--- src/rtl/multicycle_control.sv ---
// Main control FSM for the multi-cycle RV32 core (lw, sw, add/sub/and/or, beq).
// Moore decode per state plus Mealy fetch strobes gated by mem_ready; counts retired instructions.
module multicycle_control #(
  parameter int CNT_W = 32
) (
  input  logic             clk,
  input  logic             rst_n,
  input  logic [6:0]       opcode,
  input  logic             zero,
  input  logic             mem_ready,
  output logic [1:0]       ALUOp,
  output logic             pc_write,
  output logic             pc_write_cond,
  output logic             pc_source,
  output logic             i_or_d,
  output logic             mem_read,
  output logic             mem_write,
  output logic             ir_write,
  output logic             mem_to_reg,
  output logic             reg_write,
  output logic             alu_src_a,
  output logic [1:0]       alu_src_b,
  output logic [3:0]       state,
  output logic             illegal,
  output logic [CNT_W-1:0] instret
);

  typedef enum logic [3:0] {
    FETCH  = 4'd0,
    DECODE = 4'd1,
    MEMADR = 4'd2,
    MEMRD  = 4'd3,
    MEMWB  = 4'd4,
    MEMWR  = 4'd5,
    EXEC   = 4'd6,
    ALUWB  = 4'd7,
    BRANCH = 4'd8,
    TRAP   = 4'd15
  } state_t;

  localparam logic [6:0] OP_LW = 7'b0000011;
  localparam logic [6:0] OP_SW = 7'b0100011;
  localparam logic [6:0] OP_R  = 7'b0110011;
  localparam logic [6:0] OP_BR = 7'b1100011;

  state_t           state_q, state_d;
  logic [CNT_W-1:0] instret_q, instret_d;
  logic             rdy;
  logic             retire;
  logic             unused_zero;

  // Branch resolution happens in the datapath via pc_write_cond; the FSM never looks at zero.
  assign unused_zero = zero;

  // Masking with rst_n keeps the fetch strobes low for the whole reset window.
  assign rdy = mem_ready & rst_n;

  always_ff @(posedge clk or negedge rst_n) begin
    if (!rst_n) begin
      state_q   <= FETCH;
      instret_q <= '0;
    end else begin
      state_q   <= state_d;
      instret_q <= instret_d;
    end
  end

  always_comb begin
    state_d       = state_q;
    instret_d     = instret_q;
    retire        = 1'b0;
    ALUOp         = 2'b00;
    pc_write      = 1'b0;
    pc_write_cond = 1'b0;
    pc_source     = 1'b0;
    i_or_d        = 1'b0;
    mem_read      = 1'b0;
    mem_write     = 1'b0;
    ir_write      = 1'b0;
    mem_to_reg    = 1'b0;
    reg_write     = 1'b0;
    alu_src_a     = 1'b0;
    alu_src_b     = 2'b00;
    illegal       = 1'b0;
    case (state_q)
      FETCH: begin
        mem_read  = 1'b1;
        alu_src_b = 2'b01;
        ir_write  = rdy;
        pc_write  = rdy;
        if (rdy) state_d = DECODE;
      end
      DECODE: begin
        alu_src_b = 2'b10;
        case (opcode)
          OP_LW, OP_SW: state_d = MEMADR;
          OP_R:         state_d = EXEC;
          OP_BR:        state_d = BRANCH;
          default:      state_d = TRAP;
        endcase
      end
      MEMADR: begin
        alu_src_a = 1'b1;
        alu_src_b = 2'b10;
        state_d   = (opcode == OP_LW) ? MEMRD : MEMWR;
      end
      MEMRD: begin
        mem_read = 1'b1;
        i_or_d   = 1'b1;
        if (rdy) state_d = MEMWB;
      end
      MEMWB: begin
        reg_write  = 1'b1;
        mem_to_reg = 1'b1;
        retire     = 1'b1;
        state_d    = FETCH;
      end
      MEMWR: begin
        mem_write = 1'b1;
        i_or_d    = 1'b1;
        if (rdy) begin
          retire  = 1'b1;
          state_d = FETCH;
        end
      end
      EXEC: begin
        alu_src_a = 1'b1;
        ALUOp     = 2'b10;
        state_d   = ALUWB;
      end
      ALUWB: begin
        reg_write = 1'b1;
        retire    = 1'b1;
        state_d   = FETCH;
      end
      BRANCH: begin
        alu_src_a     = 1'b1;
        ALUOp         = 2'b01;
        pc_write_cond = 1'b1;
        pc_source     = 1'b1;
        retire        = 1'b1;
        state_d       = FETCH;
      end
      TRAP: begin
        illegal = 1'b1;
        state_d = TRAP;
      end
      default: state_d = FETCH;
    endcase
    if (retire) instret_d = instret_q + CNT_W'(1);
  end

  assign state   = state_q;
  assign instret = instret_q;

endmodule

--- config.mk ---
export PLATFORM = sky130hd
export DESIGN_NAME = multicycle_control
export DESIGN_NICKNAME = d
export VERILOG_FILES = /design/src/rtl/multicycle_control.sv
export SDC_FILE = /design/constraint.sdc
export NUM_CORES = 1
export LEC_CHECK = 0
export ABC_AREA = 1
export ABC_CLOCK_PERIOD_IN_PS = 2000
export BUFFER_PORTS_ARGS = -buffer_cell sky130_fd_sc_hd__buf_4
export CAP_MARGIN = 5
export CORE_UTILIZATION = 25
export CTS_BUF_LIST = sky130_fd_sc_hd__clkbuf_2
export CTS_CLUSTER_SIZE = 30
export DETAILED_ROUTE_END_ITERATION = 16
export GPL_ROUTABILITY_DRIVEN = 0
export GPL_TIMING_DRIVEN = 0
export PLACE_DENSITY = 0.56
export SETUP_SLACK_MARGIN = 0.3
export SYNTH_ARGS = -nofsm -noshare
export SYNTH_HDL_FRONTEND = slang
export SYNTH_SLANG_ARGS = --single-unit
--- constraint.sdc ---
create_clock -name clk -period 2 [get_ports clk]
set_input_delay 0.2 -clock clk [delete_from_list [all_inputs] [get_ports clk]]
set_output_delay 0.2 -clock clk [all_outputs]
set_load 0.01 [all_outputs]
==> run summary <==
Status -> completed
Power, Total -> 2.959 mW
Total GRT Usage -> 14.44%
Hpwl dp -> 5223 um
Final setup violation count -> 0
Setup_tns -> 0 ns
CP Class -> reg -> out
Critical path cell sequence -> buf_4, nor2_2, nand2_1, inv_1, buf_4
Slack of the critical path -> 0.2808 ns
Cell Area, Synth -> 2484 um2
Synth top area cells -> dfrtp_1 (36%), nand2_1 (25%), nor2_1 (8.3%), inv_1 (7.1%), nand3_1 (4.4%)
Post-synth EDFFs -> 0
CP peak stage delay -> 0.50 ns
Most instantiated cells after synthesis -> nand2_1 (164), nor2_1 (55), inv_1 (47)
Worst Path Buf+Inv -> 3
Clock Power Share -> 11.4%
P_leak -> 1.675 nW
FP Rows -> 36
Worst path top cell family by delay -> flip-flops
Power density over the cells -> 891.5 nW/um2
Worst-Margin Slew -> 0.4040 ns
Worst-skew pair later-pin latency -> 0.39 ns
Seq cells post-synth -> 36
Sw power -> 1.326 mW
Area leader, netlist -> dfrtp_1
Die Span Y -> 101.7 um
Clock Skew -> 0.02228 ns
VDD IR max -> 0.0005765 V
Slew Limit Fails -> 0
Most common cell on crit path -> buf_4
TritonCTS Buffers -> 5
H-tree depth -> 2
Power Internal -> 1.634 mW
Most numerous cell in the Yosys netlist -> nand2_1
Worst slack at placement -> 0.2196 ns
RSZ-0062 raised after global routing -> yes
Setup crit end kind -> output pin
Clock Tree Root -> clkbuf_2
Async SR Flop Fraction -> 100.0%
ANT nets after route -> 0
Ant. Diodes -> 0
Fmax achieved -> 0.5817 GHz
Worst rel slew slack -> 72.86%
Combinational share of power -> 55.7%
Fill cells -> 1066
Layout cells sized above 1 -> 25.81%
Crit share post-route -> 85.96%
Top FF cell, synth -> dfrtp_1
Vias per inst -> 4.338
DRC Markers -> 0
I/O pin count -> 62
Total clock sinks -> 36
Routed wire per std cell -> 11.70 um
CTS tree -> done
YS warnings -> 0
Port buffer count -> 60
Slowest stage cell on the critical path -> dfrtp_2
Avg Cell Area, Syn -> 6.434 um2
Sequential fraction of the synthesis area -> 36.27%
Synth top area share -> 36.27%
Clock-pin transition on the worst setup and hold timing paths -> 0.19 ns
DR vias -> 2594
Core footprint -> 9684 um2
Iter 0 DRT Violations -> 94
Vias in the first global route -> 2552
Worst EP required -> 1.80 ns
Max cap viols -> 0
Mapped Cells -> 386
Hold_ws -> 0.1470 ns
First-pass GRT wire length -> 11670 um
Syn Nets -> 398
Crit path max fanout -> 6
DRT Wirelength -> 6995 um
Largest net degree at the start of global routing -> 37
Hold Fails Final Rpt -> 0
Clock buffer depth -> 2
Starting Density -> 25.65%
Hold crit path type -> in -> reg
Drt first pass iters -> 5
Sequential Power Share -> 32.9%
Chip width -> 101.7 um
Gr ovfl total -> 0
Die area -> 10340 um2
Critical Path AT -> 1.52 ns
CP startpoint kind -> register
Fin nets -> 476
Net Sw Frac -> 44.80%
Initial antenna violation count -> 0
Area delta synth->final -> 33.65%
Library cells used by synthesis -> 29
Tmin final -> 1.719 ns
-- final cells by class --
cell class              count  area [um2]  area share, %
multi-input cells         295        1419          42.74
plain buffers               7       61.31          1.847
clock inverters             1       3.754         0.1131
clock buffers               7       35.03          1.055
flip-flops and latches     36       905.9          27.29
well taps                 133       166.4          5.013
inverters                  48       180.2          5.428
repair buffers             71       548.0          16.51
-- state kept, by name (all words and copies together) (netlist names) --
signal / count
instret: 32
state: 4
-- power groups by stage --
stage | clock network (mW) | logic, mW | registers (mW)
floorplan | 0 | 0.832 | 0.973
global placement | 0 | 1.38 | 0.966
detailed placement | 0 | 1.39 | 0.967
CTS | 0.357 | 1.48 | 0.946
global route | 0.378 | 1.81 | 0.993
finish | 0.338 | 1.65 | 0.973
-- per-stage QoR --
step	cell area (um2)	util, %	std cells
floorplan	2484	-	386
global placement	3100	32.02	579
detailed placement	3100	32.02	579
CTS	3211	33.15	593
global route	3319	34.28	598
finish	3319	34.28	598
-- layout by cell type (no fill, tap or decap), drive strengths merged --
| cell type | synthesis | layout |
|---|---|---|
| dfrtp | 36 | 36 |
| nand3 | 24 | 24 |
| a21oi | 1 | 1 |
| o21ai | 5 | 5 |
| and2 | 1 | 1 |
| xor2 | 7 | 7 |
| a31oi | 1 | 1 |
| nor3 | 8 | 8 |
| nand2 | 169 | 169 |
| o211ai | 1 | 1 |
| clkinv | 0 | 1 |
| o21bai | 1 | 1 |
| buf | 7 | 77 |
| ha | 1 | 1 |
| nor2 | 59 | 59 |
| inv | 48 | 48 |
| nand4 | 10 | 10 |
| dlygate4sd3 | 0 | 1 |
| xnor2 | 7 | 7 |
| clkbuf | 0 | 7 |
-- worst min-delay path, cell delays in order --
cell     delay, ns
buf_4         0.08
nand2_1       0.11
nand2_1       0.09
nand2_1       0.05
-- cell families (layout without fill, tap and decap cells) --
logic type	count (synthesis)	in the layout	share of synthesized area, %
and+or+nand+nor	271	271	46.35
AOI/OAI and AO/OA	9	9	2.217
DFF	36	36	36.27
adders and majority gates	1	1	0.5037
buffers and inverters	55	134	9.722
xor gates and xnor gates	14	14	4.937
-- what timing repair did --
item / 4_1_cts / 5_1_grt
hold buffers: 2 / 0
pin swaps: 1 / 2
resized for setup: 5 / 24
setup buffers: 4 / 5
endpoints found under the setup margin: 6 / 20
hold endpoints to repair: 36 / 0
-- metal layers --
metal	wire length [um]	vias to the layer above	global-route usage [%]
met5	0	-	0
met4	70	0	3.344
met3	411	7	3.175
met2	3337	76	25.26
met1	3176	1175	18.02
li1	-	1336	-
-- worst paths after layout --
path / end / slack [ns] / start / cells after the start
max: mem_write / 0.28 / state[1] / 5
min: state[2] / 0.15 / mem_ready / 4
max reg2reg: instret[18] / 0.47 / instret[0] / 8
min reg2reg: instret[4] / 0.54 / instret[4] / 1
max in group asynchronous: instret[30] / 1.45 / rst_n / 3
min in group asynchronous: instret[3] / 0.34 / rst_n / 3
(Power assumes the default switching activity.)
